### config.mk
export PLATFORM = sky130hd
export DESIGN_NAME = csr_master_flat
export DESIGN_NICKNAME = d
export VERILOG_FILES = /design/src/rtl/csr_master_if.sv /design/src/rtl/csr_master.sv /design/src/flat_wrapper.sv
export SDC_FILE = /design/constraint.sdc
export NUM_CORES = 1
export LEC_CHECK = 0
export ABC_AREA = 1
export CORE_ASPECT_RATIO = 0.9
export CORE_MARGIN = 5
export CORE_UTILIZATION = 39
export DETAILED_ROUTE_END_ITERATION = 10
export PLACE_DENSITY = 0.73
export SLEW_MARGIN = 20
export SYNTH_ARGS = -nofsm -noshare
export SYNTH_HDL_FRONTEND = slang
export SYNTH_SLANG_ARGS = --single-unit
### constraint.sdc
create_clock -name clk -period 2.15 [get_ports clk]
set_clock_uncertainty 0.2 [all_clocks]
set_input_delay 0.3225 -clock clk [delete_from_list [all_inputs] [get_ports clk]]
set_output_delay 0.3225 -clock clk [all_outputs]
set_load 0.02 [all_outputs]
### src/rtl/csr_master_if.sv
// Client command/response and CSR request/response signals for csr_master.
// The master modport is the csr_master view; slave is the environment view.
interface csr_master_if;
    logic        cmd_valid;
    logic        cmd_read_not_write;
    logic [15:0] cmd_select;
    logic [15:0] cmd_address;
    logic [31:0] cmd_data;
    logic        cmd_ready;

    logic        resp_valid;
    logic [31:0] resp_data;
    logic        resp_error;
    logic        resp_timeout;

    logic        csr_request__valid;
    logic        csr_request__read_not_write;
    logic [15:0] csr_request__select;
    logic [15:0] csr_request__address;
    logic [31:0] csr_request__data;

    logic        csr_response__acknowledge;
    logic        csr_response__read_data_valid;
    logic        csr_response__read_data_error;
    logic [31:0] csr_response__read_data;

    logic [7:0]  spurious_count;

    modport master (
        input  cmd_valid, cmd_read_not_write, cmd_select,
        input  cmd_address, cmd_data,
        output cmd_ready,
        output resp_valid, resp_data, resp_error, resp_timeout,
        output csr_request__valid, csr_request__read_not_write,
        output csr_request__select, csr_request__address,
        output csr_request__data,
        input  csr_response__acknowledge,
        input  csr_response__read_data_valid,
        input  csr_response__read_data_error,
        input  csr_response__read_data,
        output spurious_count
    );

    modport slave (
        output cmd_valid, cmd_read_not_write, cmd_select,
        output cmd_address, cmd_data,
        input  cmd_ready,
        input  resp_valid, resp_data, resp_error, resp_timeout,
        input  csr_request__valid, csr_request__read_not_write,
        input  csr_request__select, csr_request__address,
        input  csr_request__data,
        output csr_response__acknowledge,
        output csr_response__read_data_valid,
        output csr_response__read_data_error,
        output csr_response__read_data,
        input  spurious_count
    );
endinterface

### src/rtl/csr_master.sv
// Single-outstanding CSR bus master: one client command becomes one CSR
// transaction with acknowledge/read-data handling and a wait timeout.
module csr_master #(
    parameter int unsigned TIMEOUT = 255
) (
    input logic          clk,
    input logic          reset,
    csr_master_if.master bus
);

    typedef enum logic [1:0] {
        IDLE,
        REQUEST,
        WAIT_DATA,
        RESPOND
    } state_t;

    state_t      state;
    state_t      state_next;
    logic [15:0] wait_cnt;
    logic [16:0] cnt_inc;
    logic        cnt_hit;
    logic        load_cmd;
    logic        cnt_clr;
    logic        done_wr;
    logic        done_rd;
    logic        done_to;
    logic        spur_inc;

    logic        req_rnw;
    logic [15:0] req_sel;
    logic [15:0] req_addr;
    logic [31:0] req_data;
    logic [31:0] rsp_data;
    logic        rsp_err;
    logic        rsp_to;
    logic [7:0]  spur_cnt;

    logic ack;
    logic rdv;

    assign ack = bus.csr_response__acknowledge;
    assign rdv = bus.csr_response__read_data_valid;

    // Timeout fires in the cycle whose increment would reach TIMEOUT.
    assign cnt_inc = {1'b0, wait_cnt} + 17'd1;
    assign cnt_hit = (cnt_inc == 17'(TIMEOUT));

    always_comb begin
        state_next = state;
        load_cmd   = 1'b0;
        cnt_clr    = 1'b0;
        done_wr    = 1'b0;
        done_rd    = 1'b0;
        done_to    = 1'b0;
        spur_inc   = 1'b0;
        unique case (state)
            IDLE: begin
                spur_inc = ack | rdv;
                if (bus.cmd_valid) begin
                    load_cmd   = 1'b1;
                    cnt_clr    = 1'b1;
                    state_next = REQUEST;
                end
            end
            REQUEST: begin
                if (ack) begin
                    if (!req_rnw) begin
                        done_wr    = 1'b1;
                        state_next = RESPOND;
                    end else if (rdv) begin
                        done_rd    = 1'b1;
                        state_next = RESPOND;
                    end else begin
                        cnt_clr    = 1'b1;
                        state_next = WAIT_DATA;
                    end
                end else begin
                    spur_inc = rdv;
                    if (cnt_hit) begin
                        done_to    = 1'b1;
                        state_next = RESPOND;
                    end
                end
            end
            WAIT_DATA: begin
                if (rdv) begin
                    done_rd    = 1'b1;
                    state_next = RESPOND;
                end else if (cnt_hit) begin
                    done_to    = 1'b1;
                    state_next = RESPOND;
                end
            end
            RESPOND: begin
                spur_inc   = ack | rdv;
                state_next = IDLE;
            end
            default: state_next = IDLE;
        endcase
    end

    always_ff @(posedge clk) begin
        if (reset) begin
            state    <= IDLE;
            wait_cnt <= 16'd0;
            req_rnw  <= 1'b0;
            req_sel  <= 16'd0;
            req_addr <= 16'd0;
            req_data <= 32'd0;
            rsp_data <= 32'd0;
            rsp_err  <= 1'b0;
            rsp_to   <= 1'b0;
            spur_cnt <= 8'd0;
        end else begin
            state <= state_next;
            if (load_cmd) begin
                req_rnw  <= bus.cmd_read_not_write;
                req_sel  <= bus.cmd_select;
                req_addr <= bus.cmd_address;
                req_data <= bus.cmd_data;
            end
            if (cnt_clr) begin
                wait_cnt <= 16'd0;
            end else if (state == REQUEST || state == WAIT_DATA) begin
                wait_cnt <= wait_cnt + 16'd1;
            end
            if (done_wr) begin
                rsp_data <= 32'd0;
                rsp_err  <= 1'b0;
                rsp_to   <= 1'b0;
            end else if (done_rd) begin
                rsp_data <= bus.csr_response__read_data;
                rsp_err  <= bus.csr_response__read_data_error;
                rsp_to   <= 1'b0;
            end else if (done_to) begin
                rsp_data <= 32'd0;
                rsp_err  <= 1'b1;
                rsp_to   <= 1'b1;
            end
            if (spur_inc && spur_cnt != 8'hFF) begin
                spur_cnt <= spur_cnt + 8'd1;
            end
        end
    end

    assign bus.cmd_ready                   = (state == IDLE);
    assign bus.resp_valid                  = (state == RESPOND);
    assign bus.resp_data                   = rsp_data;
    assign bus.resp_error                  = rsp_err;
    assign bus.resp_timeout                = rsp_to;
    assign bus.csr_request__valid          = (state == REQUEST);
    assign bus.csr_request__read_not_write = req_rnw;
    assign bus.csr_request__select         = req_sel;
    assign bus.csr_request__address        = req_addr;
    assign bus.csr_request__data           = req_data;
    assign bus.spurious_count              = spur_cnt;

endmodule

### src/flat_wrapper.sv
// flat-port wrapper written by rule: the top's interface ports become plain ports
module csr_master_flat 
#(
    parameter int unsigned TIMEOUT = 255
)
  (clk, reset, bus_cmd_valid, bus_cmd_read_not_write, bus_cmd_select, bus_cmd_address, bus_cmd_data, bus_cmd_ready, bus_resp_valid, bus_resp_data, bus_resp_error, bus_resp_timeout, bus_csr_request__valid, bus_csr_request__read_not_write, bus_csr_request__select, bus_csr_request__address, bus_csr_request__data, bus_csr_response__acknowledge, bus_csr_response__read_data_valid, bus_csr_response__read_data_error, bus_csr_response__read_data, bus_spurious_count);
  csr_master_if bus_i ();
  input logic clk;
  input logic reset;
  input wire logic [$bits(bus_i.cmd_valid)-1:0] bus_cmd_valid;
  input wire logic [$bits(bus_i.cmd_read_not_write)-1:0] bus_cmd_read_not_write;
  input wire logic [$bits(bus_i.cmd_select)-1:0] bus_cmd_select;
  input wire logic [$bits(bus_i.cmd_address)-1:0] bus_cmd_address;
  input wire logic [$bits(bus_i.cmd_data)-1:0] bus_cmd_data;
  output wire logic [$bits(bus_i.cmd_ready)-1:0] bus_cmd_ready;
  output wire logic [$bits(bus_i.resp_valid)-1:0] bus_resp_valid;
  output wire logic [$bits(bus_i.resp_data)-1:0] bus_resp_data;
  output wire logic [$bits(bus_i.resp_error)-1:0] bus_resp_error;
  output wire logic [$bits(bus_i.resp_timeout)-1:0] bus_resp_timeout;
  output wire logic [$bits(bus_i.csr_request__valid)-1:0] bus_csr_request__valid;
  output wire logic [$bits(bus_i.csr_request__read_not_write)-1:0] bus_csr_request__read_not_write;
  output wire logic [$bits(bus_i.csr_request__select)-1:0] bus_csr_request__select;
  output wire logic [$bits(bus_i.csr_request__address)-1:0] bus_csr_request__address;
  output wire logic [$bits(bus_i.csr_request__data)-1:0] bus_csr_request__data;
  input wire logic [$bits(bus_i.csr_response__acknowledge)-1:0] bus_csr_response__acknowledge;
  input wire logic [$bits(bus_i.csr_response__read_data_valid)-1:0] bus_csr_response__read_data_valid;
  input wire logic [$bits(bus_i.csr_response__read_data_error)-1:0] bus_csr_response__read_data_error;
  input wire logic [$bits(bus_i.csr_response__read_data)-1:0] bus_csr_response__read_data;
  output wire logic [$bits(bus_i.spurious_count)-1:0] bus_spurious_count;
  assign bus_i.cmd_valid = bus_cmd_valid;
  assign bus_i.cmd_read_not_write = bus_cmd_read_not_write;
  assign bus_i.cmd_select = bus_cmd_select;
  assign bus_i.cmd_address = bus_cmd_address;
  assign bus_i.cmd_data = bus_cmd_data;
  assign bus_cmd_ready = bus_i.cmd_ready;
  assign bus_resp_valid = bus_i.resp_valid;
  assign bus_resp_data = bus_i.resp_data;
  assign bus_resp_error = bus_i.resp_error;
  assign bus_resp_timeout = bus_i.resp_timeout;
  assign bus_csr_request__valid = bus_i.csr_request__valid;
  assign bus_csr_request__read_not_write = bus_i.csr_request__read_not_write;
  assign bus_csr_request__select = bus_i.csr_request__select;
  assign bus_csr_request__address = bus_i.csr_request__address;
  assign bus_csr_request__data = bus_i.csr_request__data;
  assign bus_i.csr_response__acknowledge = bus_csr_response__acknowledge;
  assign bus_i.csr_response__read_data_valid = bus_csr_response__read_data_valid;
  assign bus_i.csr_response__read_data_error = bus_csr_response__read_data_error;
  assign bus_i.csr_response__read_data = bus_csr_response__read_data;
  assign bus_spurious_count = bus_i.spurious_count;
  csr_master #(.TIMEOUT(TIMEOUT)) u_core (.clk(clk), .reset(reset), .bus(bus_i));
endmodule
==> After elaboration in Yosys (flattened, before gate mapping) <==
Cells that the tools add are included.
{ "classes": {"n_mul": 0, "n_reduce_logical": 8, "order_cmp": 0, "bitwise_logic": 1, "mux": 30, "n_div": 0, "n_shift": 0, "n_addsub": 3, "eq_ne": 6} }
{ "op_table": {"columns": ["op", "count"], "rows": [
  ["32-bit 2-to-1 mux", 2],
  ["1-bit 2-to-1 mux", 18],
  ["16-bit by 1-bit adder with 17-bit output (second input constant)", 1],
  ["17-bit by 8-bit == test with 1-bit output (second input constant)", 1],
  ["16-bit by 1-bit adder with 16-bit output (second input constant)", 1],
  ["2-bit 2-to-1 mux", 5],
  ["8-bit by 1-bit adder with 8-bit output (second input constant)", 1],
  ["8-bit != test (second input constant)", 1],
  ["1-bit one-hot mux with 2 select lines", 4],
  ["2-bit one-hot mux with 4 select lines", 1],
  ["2-bit OR reduction", 3],
  ["2-bit == test (second input constant)", 2],
  ["3-bit OR reduction", 1],
  ["2-bit by 1-bit == test with 1-bit output (second input constant)", 1],
  ["2-bit logical NOT", 1],
  ["2-bit != test (second input constant)", 1],
  ["2-bit nonzero test", 1],
  ["1-bit logical AND", 1],
  ["1-bit logical OR", 1],
  ["1-bit bitwise OR", 1]
]} }
{ "word_totals": {"latch_bits": 0, "register_bits": 125, "mem_bits_rw": 0, "mem_count": 0, "romBits": 0, "out_inout_bits": 110, "in_bits": 103} }

==> Depth between registers and ports, before layout <==
Gate-level depths: netlist of run 1.
{ "depth": {"word_depth": 7, "ltp_mapped": 16} }

==> Worst setup path after synthesis of run 1 <==
Ideal clock, no wire load.
{ "synth_timing": {"path_kind": "register to register", "from": "register u_core.state[0]", "to": "register u_core.spur_cnt[7], in the netlist u_core.bus.spurious_count[7]", "required_ns": 1.835, "path_stages_with_launch": 12, "setup_ns": 0.115, "arrival_time_ns": 1.921, "setup_slack_ns": -0.086, "path_cell_list": "dfxtp_1 inv_1 ha_1 clkbuf_1 o21ai_0 nand2_1 a31oi_1 nand2_1 nor3_2 nand4_1 nand2_1 nor2_1"} }
{ "synth_via": {"elab_chain_len": 4, "elab_cells_between_ends": 6, "cone_classes": "eq/ne (2); mux (1); reduce/logical (3)"} }
{ "synth_rtl": {"columns": ["element", "line", "text"], "rows": [
  ["start, declared", "csr_master.sv:18", "state_t state;"],
  ["start signal, assigned", "csr_master.sv:116", "state <= state_next;"],
  ["2-bit == test / 2-bit logical NOT (equally long branches)", "csr_master.sv:57", "unique case (state)"],
  ["2-bit OR reduction (no source line)", null, null],
  ["1-bit one-hot mux with 2 select lines (*)", "csr_master.sv:57", null],
  ["1-bit logical AND (*)", "csr_master.sv:141", "if (spur_inc && spur_cnt != 8'hFF) begin"],
  ["end signal, assigned", "csr_master.sv:142", "spur_cnt <= spur_cnt + 8'd1;"],
  ["end, declared", "csr_master.sv:37", "logic [7:0] spur_cnt;"]
]} }
Mark *: on every way between the ends. The rest lies on a longest branch, timed or not.
A chain may end at the register's enable or synchronous reset.

==> Final worst setup path of run 1 <==
{ "layout_timing": {"from": "register u_core.wait_cnt[1]", "to": "register u_core.rsp_data[13], in the netlist u_core.bus.resp_data[13]"} }
{ "layout_via": {"elab_chain_len": 6, "elab_cells_between_ends": 7, "cone_classes": "add/sub (1); eq/ne (1); mux (4); reduce/logical (1)"} }
{ "layout_rtl": {"columns": ["element", "line", "text"], "rows": [
  ["start, declared", "csr_master.sv:20", "logic [15:0] wait_cnt;"],
  ["start signal, assigned", "csr_master.sv:126", "wait_cnt <= wait_cnt + 16'd1;"],
  ["16-bit by 1-bit adder with 17-bit output (*)", "csr_master.sv:46", "assign cnt_inc = {1'b0, wait_cnt} + 17'd1;"],
  ["17-bit by 8-bit == test with 1-bit output (*)", "csr_master.sv:47", "assign cnt_hit = (cnt_inc == 17'(TIMEOUT));"],
  ["1-bit 2-to-1 mux (*)", "csr_master.sv:80, csr_master.sv:90", null],
  ["1-bit 2-to-1 mux (on tied branches)", "csr_master.sv:87, csr_master.sv:67", null],
  ["1-bit one-hot mux with 2 select lines (*)", "csr_master.sv:57", null],
  ["2-bit nonzero test (no source line) (*)", null, null],
  ["end signal, assigned", "csr_master.sv:133", "rsp_data <= bus.csr_response__read_data;"],
  ["end, declared", "csr_master.sv:34", "logic [31:0] rsp_data;"]
]} }
Marked as above.

==> results.json, run 1 <==
{
  "run_status": "finished, violations left",
  "violations": "setup timing",
  "antenna_found_initial": 0,
  "grt_use_total_pct": 19.6,
  "ir_drop_mv": 0.594,
  "wl_per_cell_um": 14.5,
  "die_area_um2": 16200,
  "wl_um": 16300,
  "antenna-diode-count": 0,
  "core-area_um2": 13400,
  "grt_overflow": 0,
  "cts_made_buffers": 17,
  "final_max_slew_viol_count": 0,
  "hold_start": "u_core.bus.resp_error$_SDFFE_PP0P_",
  "syn_inst": 710,
  "cp_num_buf_inv": 1,
  "insertion_delay_ns": 0.42,
  "nets": 1057,
  "grt_max_degree": 53,
  "power.density_nw_per_um2": 785,
  "r2r-end": "u_core.bus.resp_data[13]$_SDFFE_PP0P_",
  "endpoint_kind": "flop",
  "instances_no_fill": 1125,
  "crit_path_start_kind": "flop",
  "reg2reg_setup_slack_ns": -0.03,
  "num_io_pins": 213,
  "multiInputGateArea_um2": 2640,
  "drv_cap": 0,
  "hold_end": "u_core.bus.resp_error$_SDFFE_PP0P_",
  "min_path_type": "flop to flop",
  "place_congestion": 0.844,
  "cts-root-buf": "clkbuf_16",
  "crit_slowest_cell": "dfxtp_2",
  "slew_headroom_pct": 71.1,
  "crit_chain": "ha_4 -> nand2_4 -> nor2_4 -> nand3_2 -> nand2_2 -> nand2_2 -> nor2_4 -> nand3_2 -> nor2_4 -> nand3_4 -> buf_12 -> nand3_2 -> a21oi_1",
  "die_h_um": 121,
  "seq_area_frac_synth_pct": 46.7,
  "via_per_inst": 4.78,
  "syn-num-nets": 821,
  "ys_types": 31,
  "crit_family": "simple AND/OR/NAND/NOR gates",
  "drive_above_1_share_pct": 16.1,
  "drtPass1Iterations": 4,
  "startpoint": "u_core.wait_cnt[1]$_SDFFE_PP0N_",
  "cts.htree.levels": 4,
  "dp_slack_ns": -0.0397,
  "drt_iter0_drc": 227,
  "rsz0062_at_grt": "yes",
  "finalSetupViolCount": 24,
  "cts_tree": "built",
  "layout_setup_ws_ns": -0.0337,
  "port-buffer-count": 212,
  "period_minus_slack_ns": 2.18,
  "dp_cells": 1092,
  "clk_path_buf_depth": 2,
  "hold_slack_ns": 0.265,
  "die_w_um": 134,
  "seqCellArea_um2": 2510,
  "dp_hpwl_um": 11700,
  "synth_area_um2": 5360,
  "yosysWarnings": 0,
  "holdPathStages": 2,
  "start_util_pct": 39.9,
  "tightest_slew_ns": 0.433,
  "vias": 5376,
  "critical_path_required_ns": 2.23,
  "antenna_left": 0,
  "cp_data_arrival_time_ns": 2.27,
  "slowest_delay_ns": 0.35,
  "place_area_um2": 7940,
  "final_area_um2": 8650,
  "fill_cells": 1174,
  "crit_path_max_fanout": 18,
  "r2r-start": "u_core.wait_cnt[1]$_SDFFE_PP0N_",
  "fp-row-count": 40,
  "hold_viol": 0,
  "grt_pass1_vias": 5135,
  "grt_pass1_wl_um": 25600,
  "r2r_cells": 13,
  "fmax_mhz": 458,
  "clkTransAtPathRegs_ns": 0.05,
  "critPathKind": "flop to flop",
  "finalCritPeriodShare_pct": 102,
  "synth_seq_cells": 125,
  "route.detailed.drc": 0,
  "finalSetupTns_ns": -0.405,
  "hold_buffers": 0,
  "leakage_nw": 3.41,
  "syn_to_final_growth_pct": 61.6,
  "avgSynthCellArea_um2": 7.54,
  "cts.sinks": 125
}
## flip-flops by register name, indices dropped and copies added, names as in the netlist
register	flops
u_core.bus.resp_error	1
u_core.bus.spurious_count	8
u_core.bus.csr_request__read_not_write	1
u_core.bus.csr_request__select	16
u_core.bus.resp_timeout	1
u_core.bus.csr_request__data	32
u_core.bus.csr_request__address	16
u_core.state	2
u_core.wait_cnt	16
u_core.bus.resp_data	32
## tightest hold or removal path: stages (launching register included)
cell and delay, ns:
dfxtp_1 0.33, o21bai_1 0.07, inv_1 0.04
## cells by family after synthesis
family                     count (synthesis)  synth area share, %
and+or+nand+nor                          337                 30.1
AOI/OAI and AO/OA                        148                 14.3
DFF                                      125                 46.7
buffers and inverters                     92                 6.94
adders and majority gates                  8                 1.87
## cell usage after synthesis, drive strengths merged
cell / number / share of area (%)
a21oi: 51 / 4.8
o21bai: 2 / 0.28
nand2: 106 / 7.7
nor3: 4 / 0.47
ha: 8 / 1.9
a211oi: 1 / 0.14
o21ai: 84 / 7.8
clkbuf: 31 / 2.2
inv: 53 / 3.7
dfxtp: 125 / 47
a31oi: 3 / 0.35
nand4: 7 / 0.82
nor2: 160 / 12
or2: 2 / 0.23
o31ai: 2 / 0.28
o211ai: 3 / 0.42
buf: 8 / 1.1
nor4: 1 / 0.12
o21a: 1 / 0.14
o22ai: 1 / 0.12
nand3: 56 / 8.5
nor3b: 1 / 0.14
## metal layers
layer	track usage (%)	wire length [um]	up-vias
li1	-	-	2778
met1	23.9	7190	2428
met2	30.1	7360	166
met3	10.4	1640	4
met4	5.91	70	0
met5	0	0	-
## per-stage QoR
| step | util (%) | power (W) |
|---|---|---|
| 2_1_floorplan | - | 0.00340 |
| 3_3_place_gp | 59.2 | 0.00417 |
| 3_5_place_dp | 59.2 | 0.00418 |
| 4_1_cts | 63.4 | 0.00685 |
| 5_1_grt | 64.5 | 0.00714 |
| 6_report | 64.5 | 0.00679 |
## cell usage in the layout, fill, tap and decap left out, types with 2 or more instances in the layout
| master | netlist | layout |
|---|---|---|
| clkdlybuf4s50_1 | 0 | 209 |
| nor2_1 | 151 | 146 |
| dfxtp_1 | 125 | 120 |
| nand2_1 | 100 | 94 |
| o21ai_0 | 84 | 83 |
| a21oi_1 | 51 | 50 |
| inv_1 | 51 | 49 |
| buf_4 | 0 | 36 |
| nand3_2 | 33 | 35 |
| clkbuf_16 | 0 | 18 |
| nand3_1 | 22 | 17 |
| nand2_2 | 6 | 11 |
| nor2_4 | 5 | 9 |
| nand4_1 | 7 | 7 |
| buf_12 | 0 | 7 |
| ha_1 | 8 | 6 |
| nor2_2 | 4 | 5 |
| dfxtp_2 | 0 | 5 |
| inv_2 | 2 | 4 |
| nand3_4 | 1 | 4 |
| clkbuf_1 | 31 | 4 |
| o211ai_1 | 3 | 3 |
| clkbuf_8 | 0 | 3 |
| clkinvlp_4 | 0 | 3 |
| dlygate4sd2_1 | 0 | 3 |
| or2_2 | 2 | 2 |
| nor3_2 | 1 | 2 |
| o21bai_1 | 2 | 2 |
| a31oi_1 | 3 | 2 |
| clkinv_2 | 0 | 2 |
## power breakdown
group | internal [W] | switching [W] | total [W]
Sequential | 0.00252 | 0.000119 | 0.00263
Clock | 0.00166 | 0.000972 | 0.00263
Combinational | 0.000723 | 0.000800 | 0.00152
Total | 0.00490 | 0.00189 | 0.00679
## worst max path at each step
| stage | endpoint | slack, ns | cells after the start |
|---|---|---|---|
| floorplan | u_core.bus.spurious_count[7]$_SDFFE_PP0P_ | 0.001 | 11 |
| CTS | u_core.bus.resp_data[13]$_SDFFE_PP0P_ | -0.01 | 13 |
| global placement | u_core.bus.spurious_count[4]$_SDFFE_PP0P_ | -0.01 | 9 |
| global route | u_core.state[0]$_SDFFE_PP0P_ | -0.18 | 16 |
| detailed placement | u_core.bus.resp_data[13]$_SDFFE_PP0P_ | -0.04 | 13 |
| finish | u_core.bus.resp_data[13]$_SDFFE_PP0P_ | -0.03 | 13 |
## cell type report
| cell class | count | share of cell area, % |
|---|---|---|
| well taps | 168 | 2.43 |
| flip-flops and latches | 125 | 29.0 |
| repair buffers | 256 | 29.5 |
| clock buffers | 24 | 5.57 |
| clock inverters | 6 | 0.723 |
| multi-input cells | 493 | 30.5 |
| inverters | 53 | 2.30 |
## timing repair
action                     in CTS  in global routing
gates cloned                    0                  1
setup endpoints to repair      36                 40
gates resized for setup         6                 32
pin swaps                       1                  4
buffers inserted                1                  1
No activity file was read; power rests on OpenSTA's default activity.
==> run 2, diff against run 1 <==
HOLD_SLACK_MARGIN = 0.08   (was not set)
RECOVER_POWER = 25   (was not set)
==> results.json, run 2 (synthesized netlist as in run 1, its figures left out) <==
{
  "critical_path_required_ns": 2.23,
  "clkTransAtPathRegs_ns": 0.05,
  "cts_tree": "built",
  "place_area_um2": 7940,
  "cts.htree.levels": 4,
  "cp_num_buf_inv": 1,
  "core-area_um2": 13400,
  "start_util_pct": 39.9,
  "crit_slowest_cell": "dfxtp_2",
  "rsz0062_at_grt": "yes",
  "antenna_left": 0,
  "place_congestion": 0.844,
  "multiInputGateArea_um2": 2640,
  "hold_viol": 0,
  "num_io_pins": 213,
  "layout_commonest_cell": "clkdlybuf4s50_1",
  "final_max_slew_viol_count": 0,
  "grt_use_total_pct": 19.6,
  "fp-row-count": 40,
  "grt_pass1_vias": 5135,
  "power.density_nw_per_um2": 785,
  "antenna_found_initial": 0,
  "grt_pass1_wl_um": 25600,
  "final_area_um2": 8640,
  "layout_setup_ws_ns": -0.0336,
  "mostFrequentLayoutCells": "clkdlybuf4s50_1, nor2_1, dfxtp_1",
  "crit_chain": "ha_4 -> nand2_4 -> nor2_4 -> nand3_2 -> nand2_2 -> nand2_2 -> nor2_4 -> nand3_2 -> nor2_4 -> nand3_4 -> buf_12 -> nand3_2 -> a21oi_1",
  "dp_hpwl_um": 11700,
  "drv_cap": 0,
  "die_area_um2": 16200,
  "drt_iter0_drc": 228,
  "violations": "setup timing",
  "syn_to_final_growth_pct": 61.2,
  "grt_max_degree": 53,
  "crit_path_max_fanout": 18,
  "grt_overflow": 0,
  "insertion_delay_ns": 0.42,
  "slew_headroom_pct": 61.3,
  "drtPass1Iterations": 4,
  "crit_family": "simple AND/OR/NAND/NOR gates",
  "fill_cells": 1176,
  "nets": 1057,
  "route.detailed.drc": 0,
  "cts_made_buffers": 17,
  "wl_per_cell_um": 14.4,
  "slowest_delay_ns": 0.35,
  "endpoint_kind": "flop",
  "period_minus_slack_ns": 2.18,
  "via_per_inst": 4.78,
  "instances_no_fill": 1125,
  "fin_util_pct": 64.4,
  "crit_path_start_kind": "flop",
  "seqCellArea_um2": 2510,
  "min_path_type": "flop to flop",
  "leakage_nw": 3.41,
  "fmax_mhz": 458,
  "vias": 5380,
  "antenna-diode-count": 0,
  "tightest_slew_ns": 0.581,
  "die_h_um": 121,
  "finalCritPeriodShare_pct": 102,
  "cts-root-buf": "clkbuf_16",
  "finalSetupViolCount": 24,
  "wl_um": 16200,
  "drive_above_1_share_pct": 15.9,
  "clk_path_buf_depth": 2,
  "ir_drop_mv": 0.594,
  "critPathKind": "flop to flop",
  "die_w_um": 134,
  "cts.sinks": 125,
  "run_status": "finished, violations left",
  "cp_data_arrival_time_ns": 2.27,
  "dp_cells": 1092,
  "port-buffer-count": 212
}
==> run 2: worst paths after layout <==
kind	start	to	slack, ns	depth (start not counted)
worst max-delay path	u_core.wait_cnt[1]$_SDFFE_PP0N_	u_core.bus.resp_data[13]$_SDFFE_PP0P_	-0.03	13
worst max register to register	u_core.wait_cnt[1]$_SDFFE_PP0N_	u_core.bus.resp_data[13]$_SDFFE_PP0P_	-0.03	13
worst min register to register	u_core.bus.resp_error$_SDFFE_PP0P_	u_core.bus.resp_error$_SDFFE_PP0P_	0.26	2
worst min-delay path	u_core.bus.resp_error$_SDFFE_PP0P_	u_core.bus.resp_error$_SDFFE_PP0P_	0.26	2
==> run 2: what timing repair did <==
| item | in CTS | in global routing |
|---|---|---|
| setup endpoints to repair | 36 | 40 |
| gates cloned | 0 | 1 |
| hold buffers | 0 | 0 |
| hold endpoints to repair | 0 | 0 |
| setup buffers | 1 | 1 |
| gates resized for setup | 6 | 32 |
| pin swaps | 1 | 4 |
==> run 2: final cells by class <==
type | count | share of cell area, %
flip-flops and latches | 125 | 29.0
clock buffers | 24 | 5.58
clock inverters | 6 | 0.724
inverters | 53 | 2.30
multi-input cells | 493 | 30.5
repair buffers | 256 | 29.4
well taps | 168 | 2.43
==> run 2: worst reg2reg max path, stage by stage (launching register included) <==
cell     delay [ns]
dfxtp_2        0.35
ha_4           0.17
nand2_4        0.06
nor2_4         0.18
nand3_2        0.10
nand2_2        0.09
nand2_2        0.07
nor2_4         0.12
nand3_2        0.11
nor2_4         0.13
nand3_4        0.13
buf_12         0.20
nand3_2        0.07
a21oi_1        0.06
==> run 2: metrics by stage <==
| step | hold slack [ns] | power (W) | setup slack (ns) | TNS (ns) |
|---|---|---|---|---|
| after floorplan | 0.192 | 0.00340 | 0.00144 | 0 |
| after global placement | 0.241 | 0.00417 | -0.0115 | -0.0426 |
| after detailed placement | 0.251 | 0.00418 | -0.0397 | -0.640 |
| after CTS | 0.250 | 0.00685 | -0.0121 | -0.0260 |
| after global routing | 0.258 | 0.00713 | -0.183 | -4.59 |
| final | 0.265 | 0.00678 | -0.0336 | -0.403 |
==> run 2: report_power, final <==
| part | internal, W | leakage (nW) | switching (W) |
|---|---|---|---|
| sequential | 0.00252 | 1.03 | 0.000119 |
| combinational | 0.000715 | 2.12 | 0.000798 |
| clock | 0.00166 | 0.258 | 0.000973 |
| total | 0.00489 | 3.41 | 0.00189 |
==> run 2: metal layers <==
layer,global-route usage [%],part of all wire [%]
met5,0,0
met4,5.91,0.43
met3,10.4,10
met2,30.1,45
met1,23.9,44
==> edit 1, RTL diff (settings of run 1) <==
Reset style: asynchronous (`reset`), changed in one clocked block.
--- a/src/rtl/csr_master.sv
+++ b/src/rtl/csr_master.sv
@@ -100,7 +100,7 @@
         endcase
     end
 
-    always_ff @(posedge clk) begin
+    always_ff @(posedge clk or posedge reset) begin
         if (reset) begin
             state    <= IDLE;
             wait_cnt <= 16'd0;
Behaviour: differs if reset is asserted again (counterexample within 4 cycles, from zero or initial values and one cycle with reset high); with reset held inactive, the same outputs for 4 cycles.
==> edit 1 against run 1 <==
The flow still finishes with violations (setup timing). Cell area is 4.6% higher. Die area is 2.3% higher. Worst setup slack worse by 0.099 ns. Area after synthesis is 2.5% higher. Critical path depth is 1 higher. Wire length is 1.0% lower. Hold slack worse by 0.067 ns. Global-route usage is 0.54 points lower. Sequential cell count stayed put.
Power is not compared: it rests on default switching activity, and its combinational part moved more than twofold at a synthesized area within 25%.
==> edit 1: results (changes against run 1) <==
| Metric | Value |
|---|---|
| Hold crit path type | in -> async |
| Failing checks | setup timing |
| Final setup viols | 34 (+42%) |
| GRT Overall Usage | 0.191 (-0.00540) |
| Proportion of layout cells with a drive suffix above 1 | 0.247 (+0.0865) |
| Initial antenna violation count | 1 (+1) |
| Critical Path Max Stage Delay | 0.41 ns (+0.06 ns) |
| GPL Wtd Cong | 0.896 (+6.2%) |
| Outcome | finished, violations left |
| Dpl cells | 929 (-15%) |
| Fillers | 1040 (-11%) |
| First-pass GRT wire length | 24700 um (-3.6%) |
| Nets | 874 (-17%) |
| Post-synthesis sequential area ratio | 0.570 (+0.103) |
| Fraction of registers with async set/reset | 1.00 (+1.00) |
| Met1 Use GR | 0.207 (-0.0317) |
| Metal2 WL | 8020 um (+9.0%) |
| Mapped Cells | 521 (-27%) |
| Largest net degree at the start of global routing | 66 (+25%) |
| Largest area contributor in the netlist | dfrtp_1 |
| Synth top cells by count | nand2_1, dfrtp_1, mux2_2 |
| Met1 WL | 5880 um (-18%) |
| Setup TNS | -3.44 ns (-3.03 ns) |
| Synthesized net count | 632 (-23%) |
| Final WS setup | -0.133 ns (-0.0991 ns) |
| Detailed Place HPWL | 11500 um (-1.9%) |
| Top sig layer | met5 |
[edit 1: cell count changes in the layout (fill, tap and decap cells not counted), moves of 21 or more]
cell     before  now
nor2_1      146   16
dfrtp_1       0  123
dfxtp_1     120    0
o21ai_0      83   14
mux2_2        0   66
a21oi_1      50    2
nand2_1      94  125
buf_4        36   15
[edit 1: cell families (layout without fill, tap and decap cells)]
kind of cell               after synthesis  count (layout)  synth area share
and+or+nand+nor                        232             232             0.191
xor gates and xnor gates                 8               8            0.0128
adders and majority gates                8               8            0.0182
buffers and inverters                   54             309            0.0413
AOI/OAI and AO/OA                       28              28            0.0317
muxes                                   66              66             0.135
DFF                                    125             125             0.570
[edit 1: final cells by class]
type | instances | area [um^2] | share of cell area
Multi-Input combinational cell | 342 | 2360 | 0.260
Clock inverter | 9 | 179 | 0.0198
Tap cell | 193 | 241 | 0.0267
Inverter | 36 | 141 | 0.0156
Sequential cell | 125 | 3130 | 0.346
Timing Repair Buffer | 241 | 2500 | 0.276
Clock buffer | 23 | 508 | 0.0561
==> edit 2, RTL diff (settings of run 1) <==
Without the edit above. `TIMEOUT` is set to 255 in 2 places; all go to 127.
--- a/src/rtl/csr_master.sv
+++ b/src/rtl/csr_master.sv
@@ -1,7 +1,7 @@
 // Single-outstanding CSR bus master: one client command becomes one CSR
 // transaction with acknowledge/read-data handling and a wait timeout.
 module csr_master #(
-    parameter int unsigned TIMEOUT = 255
+    parameter int unsigned TIMEOUT = 127
 ) (
     input logic          clk,
     input logic          reset,
--- a/src/flat_wrapper.sv
+++ b/src/flat_wrapper.sv
@@ -1,7 +1,7 @@
 // flat-port wrapper written by rule: the top's interface ports become plain ports
 module csr_master_flat 
 #(
-    parameter int unsigned TIMEOUT = 255
+    parameter int unsigned TIMEOUT = 127
 )
   (clk, reset, bus_cmd_valid, bus_cmd_read_not_write, bus_cmd_select, bus_cmd_address, bus_cmd_data, bus_cmd_ready, bus_resp_valid, bus_resp_data, bus_resp_error, bus_resp_timeout, bus_csr_request__valid, bus_csr_request__read_not_write, bus_csr_request__select, bus_csr_request__address, bus_csr_request__data, bus_csr_response__acknowledge, bus_csr_response__read_data_valid, bus_csr_response__read_data_error, bus_csr_response__read_data, bus_spurious_count);
   csr_master_if bus_i ();
Formal check against the unedited RTL: no difference found for any inputs over 4 cycles, from zero or initial values and one cycle with reset high; that may be too few to reach the edited logic, so the function may still have changed.
==> edit 2 against run 1 <==
Area after synthesis increased by 3.6%. Die area increased by 3.3%. Worst setup slack got worse by 0.12 ns. Largest power group is now clock. Synthesized cell count increased by 2.7%. Total power increased by 3.0%. Wire length increased by 5.7%. The flow still finishes with violations (setup timing). Sequential cell count unchanged. Cell area increased by 6.0%.
==> edit 2: results (changes against run 1) <==
| Metric | Value |
|---|---|
| Min Hold Slack | 0.267 ns (+0.00246 ns) |
| Post-CTS Resized | 25 (+19) |
| Detailed Place HPWL | 11900 um (+1.6%) |
| Final setup viols | 35 (+46%) |
| Hold endpoint | u_core.bus.resp_data[13]$_SDFFE_PP0P_ |
| Via count | 5589 (+4.0%) |
| Multi-input gate count | 513 (+4.1%) |
| Seq/total area | 0.276 (-0.0139) |
| Clock-cell share | 0.0636 (+0.000685) |
| GPL Wtd Cong | 0.860 (+2.0%) |
| Mapped Cells | 729 (+2.7%) |
| R2r startpoint | u_core.wait_cnt[0]$_SDFFE_PP0N_ |
| Routed wl met3 | 2090 um (+27%) |
| Met1 Use GR | 0.233 (-0.00585) |
| Area grow syn2layout | 65.3% |
| Min-Delay Startpoint | u_core.bus.resp_data[13]$_SDFFE_PP0P_ |
| Vias per cell | 4.71 (-1.5%) |
| CP max stage cell | dfxtp_4 |
| Buffers excl. clock | 274 (+7.0%) |
| Initial antenna violation count | 1 (+1) |
| Proportion of layout cells with a drive suffix above 1 | 0.211 (+0.0503) |
| Worst Reg-to-Reg Cells | 14 (+1) |
| Post-CTS setup buffer count | 12 (+11) |
| Met2 usage | 0.328 (+0.0267) |
| DR iter-0 viols | 221 (-2.6%) |
| Cells taking the most area after synthesis | dfxtp_1, nor2_1, o21ai_0, nand2_1, nand3_2 |
| Post-Place Setup Slack | -0.192 ns (-0.152 ns) |
| Router iterations before antenna repair | 5 (+1) |
| Synth cell types | 36 (+16%) |
| Metal2 WL | 8030 um (+9.2%) |
| Largest net degree at the start of global routing | 73 (+38%) |
| Dpl cells | 1140 (+4.4%) |
| Grt met3 use | 0.121 (+0.0176) |
| Core ar. | 14000 um^2 (+4.4%) |
| Failing checks | setup timing |
| Crit-path max FO | 7 (-11) |
| Met1 WL | 6880 um (-4.3%) |
| Post-synthesis sequential area ratio | 0.451 (-0.0161) |
| Top sig layer | met5 |
| Number of clock buffers in the layout | 21 (-13%) |
| GRT Overall Usage | 0.204 (+0.00806) |
| Fillers | 1190 (+1.4%) |
| Final WS setup | -0.150 ns (-0.116 ns) |
| Placed Area | 8190 um^2 (+3.2%) |
| Inverter count | 52 (-1.9%) |
| Outcome | finished, violations left |
| NonClk Buf Share | 0.297 (+0.00179) |
| Critical Path Max Stage Delay | 0.38 ns (+0.03 ns) |
| Lkg Pwr | 3.62 nW (+6.2%) |
| Vias in the first global route | 5294 (+3.1%) |
[edit 2: worst max-delay path: cells and delay by family, from the launching register on]
kind | cells | cell delay, ns
AO/OA/AOI/OAI | 1 | 0.05
adder cells (fa/ha/maj) | 1 | 0.16
buffers and inverters | 2 | 0.30
flip-flops | 1 | 0.38
AND/OR/NAND/NOR | 10 | 1.10
[edit 2: power groups by stage]
stage / sequential [mW] / clock [mW] / combinational [mW]
2_1_floorplan: 2.86 / 0 / 0.557
3_3_place_gp: 2.67 / 0 / 1.50
3_5_place_dp: 2.68 / 0 / 1.50
4_1_cts: 2.64 / 2.89 / 1.51
5_1_grt: 2.67 / 3.03 / 1.66
6_report: 2.64 / 2.84 / 1.51
[edit 2: cells by family (layout without fill, tap and decap cells)]
kind of cell               count (synthesis)  in the layout  synth area share
xor gates and xnor gates                   3              3           0.00474
DFF                                      125            125             0.451
AOI/OAI and AO/OA                        150            150             0.160
and+or+nand+nor                          352            352             0.295
buffers and inverters                     91            356            0.0706
adders and majority gates                  8              8            0.0180
